## config.mk

```make
export PLATFORM = sky130hd
export DESIGN_NAME = isb_pf_queue
export DESIGN_NICKNAME = d
export VERILOG_FILES = /design/src/rtl/isb_pf_queue.sv
export SDC_FILE = /design/constraint.sdc
export NUM_CORES = 1
export LEC_CHECK = 0
export CAP_MARGIN = 20
export CORE_ASPECT_RATIO = 0.75
export CORE_UTILIZATION = 35
export DETAILED_ROUTE_END_ITERATION = 16
export PLACE_DENSITY = 0.58
export SLEW_MARGIN = 30
export SYNTH_ARGS = -nofsm -noshare
export SYNTH_HDL_FRONTEND = slang
export SYNTH_SLANG_ARGS = --single-unit
```

## constraint.sdc

```tcl
create_clock -name clk -period 8.9 [get_ports clk]
set_input_delay 1.335 -clock clk [delete_from_list [all_inputs] [get_ports clk]]
set_output_delay 1.335 -clock clk [all_outputs]
set_load 0.03 [all_outputs]
```

## src/rtl/isb_pf_queue.sv

```systemverilog
// Prefetch request queue behind the isb prefetcher: an in-order FIFO with duplicate
// suppression against queued and recently issued addresses, and counted overflow drops.
module isb_pf_queue #(
  parameter int DEPTH  = 8,
  parameter int RECENT = 4
) (
  input  logic                     clk,
  input  logic                     rst_n,
  input  logic                     v_in,
  input  logic [15:0]              addr_in,
  input  logic                     flush,
  output logic                     req_v,
  output logic [15:0]              req_addr,
  input  logic                     req_ready,
  output logic [$clog2(DEPTH):0]   count,
  output logic [15:0]              drop_cnt
);

  localparam int PW = $clog2(DEPTH);
  localparam int CW = PW + 1;

  logic [15:0]       mem_q [DEPTH];
  logic [PW-1:0]     head_q, tail_q;
  logic [CW-1:0]     count_q, count_d;
  logic [15:0]       drop_q;
  logic [15:0]       rec_addr_q [RECENT];
  logic [RECENT-1:0] rec_v_q;

  logic              pop, push, drop_inc, dup, full;
  logic [DEPTH-1:0]  q_valid;
  logic [PW-1:0]     rel;

  assign req_v    = (count_q != '0);
  assign req_addr = req_v ? mem_q[head_q] : 16'h0000;
  assign count    = count_q;
  assign drop_cnt = drop_q;

  assign full = (count_q == CW'(DEPTH));
  assign pop  = req_v && req_ready;

  // An entry is live when its distance from head is below the occupancy.
  always_comb begin
    q_valid = '0;
    rel     = '0;
    dup     = 1'b0;
    for (int i = 0; i < DEPTH; i++) begin
      rel        = PW'(i) - head_q;
      q_valid[i] = ({1'b0, rel} < count_q);
      if (q_valid[i] && (mem_q[i] == addr_in)) dup = 1'b1;
    end
    for (int j = 0; j < RECENT; j++) begin
      if (rec_v_q[j] && (rec_addr_q[j] == addr_in)) dup = 1'b1;
    end
  end

  assign push     = v_in && !flush && !dup && (!full || pop);
  assign drop_inc = v_in && !flush && !dup && full && !pop;
  assign count_d  = count_q + CW'(push) - CW'(pop);

  always_ff @(posedge clk or negedge rst_n) begin
    if (!rst_n) begin
      head_q  <= '0;
      tail_q  <= '0;
      count_q <= '0;
      drop_q  <= '0;
      rec_v_q <= '0;
    end else begin
      if (flush) begin
        head_q  <= '0;
        tail_q  <= '0;
        count_q <= '0;
        rec_v_q <= '0;
      end else begin
        if (pop)  head_q <= head_q + 1'b1;
        if (push) tail_q <= tail_q + 1'b1;
        count_q <= count_d;
        if (pop) begin
          for (int k = RECENT - 1; k > 0; k--) rec_v_q[k] <= rec_v_q[k-1];
          rec_v_q[0] <= 1'b1;
        end
      end
      if (drop_inc && (drop_q != 16'hFFFF)) drop_q <= drop_q + 16'd1;
    end
  end

  // NOTE: data arrays carry no reset; their contents are only observed through the
  // reset-cleared count and valid flags, so a reset here would only cost flops.
  always_ff @(posedge clk) begin
    if (push) mem_q[tail_q] <= addr_in;
    if (pop && !flush) begin
      for (int k = RECENT - 1; k > 0; k--) rec_addr_q[k] <= rec_addr_q[k-1];
      rec_addr_q[0] <= mem_q[head_q];
    end
  end

endmodule
```

==> results of run 1 <==
-- synthesized netlist by cell type, types with 2 or more instances --
library cell | number | area (um2)
buf_1 | 3 | 11.3
edfxtp_1 | 192 | 5770
nor4_1 | 15 | 93.8
xor2_1 | 26 | 228
a21oi_1 | 11 | 55.1
buf_6 | 8 | 90.1
nor2_1 | 12 | 45.0
xnor2_1 | 188 | 1650
a21o_1 | 4 | 30.0
nand4_1 | 47 | 294
nor2b_1 | 4 | 25.0
mux4_2 | 32 | 721
buf_4 | 10 | 75.1
mux2_2 | 2 | 22.5
o41ai_1 | 2 | 17.5
and3_1 | 6 | 37.5
and2_1 | 19 | 119
o21ai_0 | 7 | 35.0
clkbuf_1 | 10 | 37.5
nor4b_2 | 2 | 30.0
buf_2 | 5 | 25.0
nand3_1 | 14 | 70.1
nor4b_4 | 2 | 47.6
inv_1 | 14 | 52.6
nand2_1 | 67 | 251
nor3_1 | 10 | 50.1
dfrtp_1 | 30 | 751
ha_1 | 21 | 263
and4_1 | 4 | 35.0
-- logic make-up (layout without fill, tap and decap cells) --
group | count (synthesis) | in the layout
buffers and inverters | 51 | 141
muxes | 35 | 35
DFF | 222 | 222
and+or+nand+nor | 209 | 209
AOI/OAI and AO/OA | 28 | 28
xor gates and xnor gates | 214 | 214
adders and majority gates | 22 | 22
-- flip-flops by register name (all words and copies together), names as in the netlist --
signal,flops
count,4
drop_cnt,16
head_q,3
mem_q,128
rec_addr_q,64
rec_v_q,4
tail_q,3
-- cell type report --
class	instances	area, um2	area share [%]
clock buffer	32	652	5.06
clock inverter	13	92.6	0.719
inverter	15	56.3	0.437
multi-input combinational	508	4330	33.6
sequential	222	6520	50.6
tap	406	508	3.94
timing repair buffer	81	731	5.67
-- power by group through the flow --
| stage | clock [W] | sequential, W | combinational (W) |
|---|---|---|---|
| global placement | 0 | 0.00136 | 0.000964 |
| finish | 0.000962 | 0.00134 | 0.000958 |
| floorplan | 0 | 0.00136 | 0.000615 |
| detailed placement | 0 | 0.00136 | 0.000971 |
| CTS | 0.000983 | 0.00134 | 0.000973 |
| global route | 0.00103 | 0.00135 | 0.00105 |
-- per-stage QoR --
step | instances | cell area (um2)
after global routing | 1277 | 12900
final | 1277 | 12900
after floorplan | 781 | 11100
after CTS | 1277 | 12900
after global placement | 1228 | 12100
after detailed placement | 1232 | 12100
-- path summary, 6_finish.rpt --
path | from | end | slack (ps) | cells past startpoint
max in group asynchronous | rst_n | head_q[0] | 7390 | 2
max | head_q[1] | mem_q[3][14] | 3730 | 12
max reg2reg | head_q[1] | mem_q[3][14] | 3730 | 12
min in group asynchronous | rst_n | head_q[2] | 1200 | 2
min | rec_addr_q[2][6] | rec_addr_q[3][6] | 470 | 0
min reg2reg | rec_addr_q[2][6] | rec_addr_q[3][6] | 470 | 0
-- routing by layer --
layer	GRT usage, %	part of all wire [%]
met2	25.2	43
met4	4.05	1.8
met3	2.52	5.3
met5	0	0
met1	26.8	50
==> metrics.txt, run 1 <==
register bit count reported by yosys=222; first-pass GRT wire length=41900 um; ys async rst share=13.5%; GPL Wtd Cong=0.827; Setup WS pre-CTS=3360 ps; share of cells above drive strength 1=12.6%; drt pass-1 iters=5; gr usage total=17.3%; Syn Area/Cell=14.2 um2; DRC=0; worst stage delay on the critical path=900 ps; TNS Setup=0 ps; Longest Clk Path Bufs=3; final setup margin=3730 ps; combinational family with the most area after synthesis=XOR/XNOR gates; Setup violations, final=0; Period minus WS final=5170 ps; H-tree depth=1; clk_skew=19.7 ps; WP data arrival=5400 ps; CTS Buf Count=25; synthesized-area fraction occupied by and/or/nand/nor cells=10.7%; combinational share of power=29.4%; total power=0.00326 W; antenna viol nets, final=0; fill cell count=2860; synth unique cells=43; RSZ-0062 raised after global routing=no; Placement Rows=56; WL/cell=21.3 um; clk_lat worst skew=530 ps; Clock power frac=29.5%; critical path's slowest cell=dfrtp_1; initial core utilization=35.5%; Core Util, Final=41.3%; antenna cells=0; ys flop type=edfxtp_1; mux share of post-synthesis cell area=6.80%; PostCTS Resize Cnt=0; yosys warns=0; type of origin of the critical path=flop; Syn Nets=824; Final Hold Fails=0; fmax=0.193 GHz; CTS Sinks=222; commonest cells after routing, fill and taps aside=edfxtp_1 (192), xnor2_1 (188), nand2_1 (67); Reg power frac=41.1%; sequential share of the synthesized area=58.8%; die width=207 um; critical setup path kind=reg2reg; Final Cycle Share=58.1%; Leak=4.21 nW; CTS Hold Bufs=0; Overflow after GRT=0; worst slew pin tran=865 ps; layout net count=896; worst hold path type=reg2reg; vias after detailed routing=6528; clk slew on worst S/H paths=60 ps; Setup Buffers After CTS=0; Compound-Gate Fraction of Synth Area=1.54%; num ports=58; WL final=27200 um; CP bufs+invs=3; CTS tree=built; vias in the first global route=6554; Synth Area in XOR/XNOR=16.9%; post-DP HPWL=19600 um; hold_ws=467 ps; pin count of the biggest net entering global routing=65; die footprint=32400 um2; Int Pwr=0.00220 W; Max Cap Violations=0; Netlist Area Pre-Place=11100 um2; PD cells=253 nW/um2; CP top delay family=simple AND/OR/NAND/NOR gates; Max-Slew Margin vs Limit=42.4%; outcome=completed; Net Sw Frac=32.6%; PortBufs=57; net load switching power=0.00106 W; data required time of the worst path=9120 ps; max-slew violation count=0; Post-Synth Adder-Cell Area=2.55%; initial drt markers=458; initial antenna violation count=0; critical path peak fanout=21; DR vias/cell=5.11; Peak VDD IR=0.000121 V; Core Region=31200 um2; Root Driver=clkbuf_16; EDFF count, synth=192; chip height=156 um; Critical Path End Type=flop; most common cell after layout, fill and taps aside=edfxtp_1; Syn-to-layout area delta=16.4%; crit-path cells=clkinv_1 -> ha_1 -> inv_1 -> ha_1 -> a21o_1 -> a21oi_1 -> a22oi_1 -> and4_1 -> and4_1 -> nand2_4 -> nor4b_4 -> buf_4; Post-Synthesis Cells=781
No activity file was read; power rests on OpenSTA's default activity.
==> run 2, diff against run 1 <==
--- a/config.mk
+++ b/config.mk
@@ -9,7 +9,7 @@
 export CORE_ASPECT_RATIO = 0.75
 export CORE_UTILIZATION = 35
 export DETAILED_ROUTE_END_ITERATION = 16
-export PLACE_DENSITY = 0.58
+export PLACE_DENSITY = 0.6
 export SLEW_MARGIN = 30
 export SYNTH_ARGS = -nofsm -noshare
 export SYNTH_HDL_FRONTEND = slang
==> constraint.sdc (replaced) <==
create_clock -name clk -period 4.65 [get_ports clk]
set_input_delay 0.6975 -clock clk [delete_from_list [all_inputs] [get_ports clk]]
set_output_delay 0.6975 -clock clk [all_outputs]
set_load 0.03 [all_outputs]
==> run 2 against run 1 <==
  * Critical path depth decreased by 6
  * Clock power increased by 72%
  * Clock skew decreased by 5.4 ps
  * Cell count increased by 1.1%
  * Sequential share of layout area decreased by 0.48 points
  * Utilization increased by 0.40 points
  * Flip-flop and latch count unchanged
  * Register-to-register slack got worse by 2900 ps
  * Die area unchanged
  * Clock-buffer cell count decreased by 4
  * Largest power group unchanged
==> metrics.txt, run 2 (synthesis gave the netlist of run 1 again) <==
WP data arrival=3390 ps (-2010 ps); max-slew violation count=0 (unchanged); area occupied by multi-input gates=4310 um2 (-0.46%); RSZ-0062 raised after global routing=no; post-DP HPWL=20000 um (+1.8%); Final Cycle Share=87.9%; outcome=completed; share of cells above drive strength 1=13.4% (+0.82 points); DRC=0 (unchanged); critical path peak fanout=28 (+33%); fmax=0.245 GHz; startpoint of the worst hold path=rec_addr_q[0][3]; die footprint=32400 um2 (unchanged); H-tree depth=1 (unchanged); worst slew pin tran=828 ps (-36.8 ps); TNS Setup=0 ps (unchanged); clk_skew=14.3 ps (-5.38 ps); Setup violations, final=0 (unchanged); worst hold path type=reg2reg; Core Region=31200 um2 (unchanged); Final Hold Fails=0 (unchanged); fill cell count=2907 (+1.6%); DR vias/cell=5.09 (-0.40%); chip height=156 um (unchanged); antenna viol nets, final=0 (unchanged); Max Cap Violations=0 (unchanged); total power=0.00610 W (+87%); die width=207 um (unchanged); Syn-to-layout area delta=17.5%; Leak=4.28 nW (+1.6%); hold path endpoint=rec_addr_q[1][3]; Biggest register=mem_q; Max-Slew Margin vs Limit=44.7% (+2.3 points); type of origin of the critical path=flop; pin count of the biggest net entering global routing=31 (-52%); GPL Wtd Cong=0.873 (+5.6%); num ports=58 (unchanged); R2R cell count=11 (-1); Root Driver=clkbuf_16; data required time of the worst path=3950 ps (-5170 ps); dpl cell area=12400 um2 (+1.9%); clk_lat worst skew=520 ps (about the same); antenna cells=0 (unchanged); Setup Buffers After CTS=0 (unchanged); most common cell after layout, fill and taps aside=edfxtp_1; initial antenna violation count=0 (unchanged); first-pass GRT wire length=41700 um (-0.43%); CTS tree=built; number of flip-flops in the largest register=128 (unchanged); Period minus WS final=4090 ps; PD cells=469 nW/um2 (+85%); Core Util, Final=41.7% (+0.40 points); PortBufs=57 (unchanged); Placement Rows=56 (unchanged); drt pass-1 iters=5 (unchanged); Longest Clk Path Bufs=3 (unchanged); WL/cell=21.2 um (-0.40%); CTS Sinks=222 (unchanged); Reg2Reg Capture Point=mem_q[3][4]; CTS Buf Count=23 (-8.0%); initial core utilization=35.5% (unchanged); critical setup path kind=reg2out; commonest cells after routing, fill and taps aside=edfxtp_1 (192), xnor2_1 (188), nand2_1 (67); CTS Hold Bufs=0 (unchanged); Sequential Area=6520 um2 (unchanged); hold path cells=0 (unchanged); WL final=27400 um (+0.70%); Overflow after GRT=0 (unchanged); initial drt markers=688 (+50%); vias after detailed routing=6573 (+0.69%); gr usage total=17.2% (-0.068 points); Critical Path End Type=output pin; internal reg-to-reg setup slack=870 ps (-2860 ps); vias in the first global route=6512 (-0.64%); Peak VDD IR=0.000217 V (+80%); PostCTS Resize Cnt=0 (unchanged); clk slew on worst S/H paths=60 ps (about the same); layout net count=914 (+2.0%); Finished Cell Area=13000 um2 (+0.96%); Worst R2R Start=head_q[1]
[run 2: worst max-delay path by stage]
| stage | start | end | slack (ps) |
|---|---|---|---|
| after detailed placement | addr_in[10] | count[2] | 390 |
| final | head_q[0] | req_addr[13] | 560 |
| after global routing | head_q[0] | req_addr[8] | 410 |
| after floorplan | head_q[0] | mem_q[0][0] | -160 |
| after CTS | head_q[0] | req_addr[14] | 530 |
| after global placement | addr_in[4] | count[2] | 460 |
[run 2: power by group]
group	switching (W)	internal [W]
clock network	0.000752	0.000901
registers	0.000166	0.00241
logic	0.00109	0.000779
[run 2: area by class of cell]
cell class / instances / share of cell area, %
Tap cell: 406 / 3.90
Inverter: 15 / 0.433
Multi-Input combinational cell: 508 / 33.1
Timing Repair Buffer: 101 / 7.50
Sequential cell: 222 / 50.1
Clock inverter: 11 / 0.375
Clock buffer: 28 / 4.57
[run 2: per-stage QoR]
step	hold slack, ps	instances	setup slack [ps]
finish	465	1291	565
global route	480	1291	409
CTS	471	1291	528
detailed placement	458	1252	392
global placement	452	1252	458
floorplan	402	781	-159
[run 2: critical path: stages (launching register included)]
cell	delay, ps
dfrtp_2	560
buf_4	560
mux4_2	590
nand2_1	110
nand2_1	200
and2_1	230
clkdlybuf4s50_1	590
[run 2: routing by layer]
metal / up-vias / wire [um] / GRT usage (%)
met5: - / 0 / 0
met4: 0 / 386 / 2.99
met3: 31 / 1920 / 3.20
met2: 205 / 11600 / 24.8
met1: 3308 / 13500 / 26.8
li1: 3029 / - / -
==> run 3, diff against run 2 <==
--- a/config.mk
+++ b/config.mk
@@ -5,11 +5,13 @@
 export SDC_FILE = /design/constraint.sdc
 export NUM_CORES = 1
 export LEC_CHECK = 0
+export ABC_CLOCK_PERIOD_IN_PS = 4300
 export CAP_MARGIN = 20
 export CORE_ASPECT_RATIO = 0.75
 export CORE_UTILIZATION = 35
 export DETAILED_ROUTE_END_ITERATION = 16
-export PLACE_DENSITY = 0.6
+export PLACE_DENSITY = 0.58
+export RECOVER_POWER = 25
 export SLEW_MARGIN = 30
 export SYNTH_ARGS = -nofsm -noshare
 export SYNTH_HDL_FRONTEND = slang
==> constraint.sdc (replaced) <==
create_clock -name clk -period 4.3 [get_ports clk]
set_input_delay 0.645 -clock clk [delete_from_list [all_inputs] [get_ports clk]]
set_output_delay 0.645 -clock clk [all_outputs]
set_load 0.03 [all_outputs]
==> run 3 against run 2 <==
  * First-iteration DRC count down 32%
  * Critical path depth up 1
  * Non-clock buffer count down 1
  * Cell count up 0.70%
  * Setup slack worse by 280 ps
  * Final area up 2.7%
  * Die area unchanged
  * Clock-buffer cell count up 1
  * Clock skew up 6.3 ps
  * Global-route usage down 0.50 points
  * Combinational power up 9.6%
  * Wire length down 3.4%
  * The run now ends with max-capacitance violations, max-slew violations left
==> metrics.txt, run 3 (synthesis gave the netlist of run 1 again) <==
outcome=finished, violations left; failing checks=max-capacitance violations, max-slew violations; worst hold path type=reg2reg; final setup margin=289 ps (-276 ps); layout net count=916 (+0.22%); Worst R2R Start=head_q[1]; Net Sw Frac=31.5% (-1.4 points); initial antenna violation count=0 (unchanged); Final Hold Fails=0 (unchanged); Setup violations, final=0 (unchanged); initial drt markers=471 (-32%); CTS Buf Count=26 (+13%); RSZ-0062 raised after global routing=no; critical path's slowest cell=clkdlybuf4s50_1; Root Driver=clkbuf_16; Clock power frac=31.7% (+4.6 points); Max-Slew Margin vs Limit=-12.3% (-57 points); CTS Sinks=222 (unchanged); worst stage delay on the critical path=600 ps (about the same); max-slew violation count=31 (+31); gr usage total=16.7% (-0.50 points); fmax=0.249 GHz; vias in the first global route=6402 (-1.7%); Period minus WS final=4010 ps; CP Launch Point=head_q[0]; WL final=26400 um (-3.4%); Int Pwr=0.00482 W (+18%); antenna viol nets, final=0 (unchanged); crit-path cells=buf_4 -> buf_4 -> mux4_2 -> nand2_1 -> nand2_1 -> and2_1 -> clkdlybuf4s50_1; CTS Hold Bufs=0 (unchanged); Longest Clk Path Bufs=3 (unchanged); PD cells=527 nW/um2 (+13%); clk_lat worst skew=540 ps (+20 ps); clk slew on worst S/H paths=60 ps (about the same); net load switching power=0.00222 W (+11%); Final Cycle Share=93.3%; Critical Path End Type=output pin; Max Cap Violations=1 (+1); WP data arrival=3370 ps (-20 ps); die width=207 um (unchanged); clk_skew=20.6 ps (+6.29 ps); worst slew pin tran=1680 ps (+856 ps); Core Region=31200 um2 (unchanged); number of flip-flops in the largest register=128 (unchanged); chip height=156 um (unchanged); Leak=4.44 nW (+3.6%); Overflow after GRT=0 (unchanged); DR vias/cell=4.99 (-2.1%); type of origin of the critical path=flop; DRC=0 (unchanged); critical setup path kind=reg2out; CTS tree=built; startpoint of the worst hold path=rec_addr_q[0][12]; CP bufs+invs=3 (+1); WL/cell=20.3 um (-4.1%); share of cells above drive strength 1=14.8% (+1.3 points); drt pass-1 iters=5 (unchanged); Biggest register=mem_q; Setup Buffers After CTS=0 (unchanged); data required time of the worst path=3650 ps (-300 ps); initial core utilization=35.5% (unchanged); CP top delay family=buffers and inverters; PostCTS Resize Cnt=0 (unchanged); TNS Setup=0 ps (unchanged); Placement Rows=56 (unchanged); Setup WS pre-CTS=153 ps (-239 ps); PortBufs=57 (unchanged); Syn-to-layout area delta=20.7%; fill cell count=2821 (-3.0%); Reg power frac=39.1% (-3.1 points); GPL Wtd Cong=0.857 (-1.8%); most common cell after layout, fill and taps aside=edfxtp_1; first-pass GRT wire length=40600 um (-2.6%); commonest cells after routing, fill and taps aside=edfxtp_1 (192), xnor2_1 (188), nand2_1 (67); combinational share of power=29.2% (-1.5 points); vias after detailed routing=6481 (-1.4%); critical path peak fanout=19 (-32%); Peak VDD IR=0.000231 V (+6.3%); H-tree depth=1 (unchanged); pin count of the biggest net entering global routing=65 (+110%); num ports=58 (unchanged); die footprint=32400 um2 (unchanged); post-DP HPWL=19200 um (-4.0%)
[run 3: worst paths after layout]
kind | endpoint | slack, ps | cells after the start
max | req_addr[6] | 290 | 7
min | rec_addr_q[1][12] | 460 | 0
max reg2reg | count[2] | 950 | 15
min reg2reg | rec_addr_q[1][12] | 460 | 0
max in group asynchronous | head_q[0] | 2110 | 2
min in group asynchronous | drop_cnt[13] | 1090 | 2
[run 3: cell type report]
type                       count  area (um2)  area share, %
sequential                   222        6520           48.8
inverter                      15        56.3          0.421
timing repair buffer         100        1090           8.16
clock inverter                19         210           1.57
tap                          406         508           3.80
multi-input combinational    508        4320           32.3
clock buffer                  29         662           4.95
antenna                        1        2.50         0.0187
[run 3: metrics by stage]
step / std cells / utilization, % / hold slack (ps) / instance area (um2) / total power, W
global route: 1299 / 42.8 / 469 / 13400 / 0.00739
CTS: 1299 / 42.9 / 465 / 13400 / 0.00712
global placement: 1251 / 40.0 / 450 / 12500 / 0.00486
finish: 1300 / 42.9 / 461 / 13400 / 0.00704
floorplan: 781 / - / 349 / 11100 / 0.00408
detailed placement: 1251 / 40.1 / 456 / 12500 / 0.00489
[run 3: power groups by stage]
stage	Sequential (W)	Combinational [W]	Clock (W)
final	0.00276	0.00205	0.00223
after global routing	0.00278	0.00224	0.00237
after CTS	0.00276	0.00209	0.00228
after detailed placement	0.00280	0.00208	0
after global placement	0.00280	0.00207	0
after floorplan	0.00281	0.00127	0
[run 3: worst reg2reg max path, delay by kind of cell, from the launching register on]
kind	cells	cell delay, ps
and+or+nand+nor	5	970
adders and majority gates	3	870
AOI/OAI and AO/OA	3	440
buffers and inverters	3	410
DFF	1	400
xor gates and xnor gates	1	160
[run 3: per-layer routing]
metal	GRT usage [%]	up-vias	wire length (um)
li1	-	3039	-
met1	25.3	3254	13100
met2	24.9	158	11600
met3	2.74	30	1250
met4	3.77	0	497
met5	0	-	0
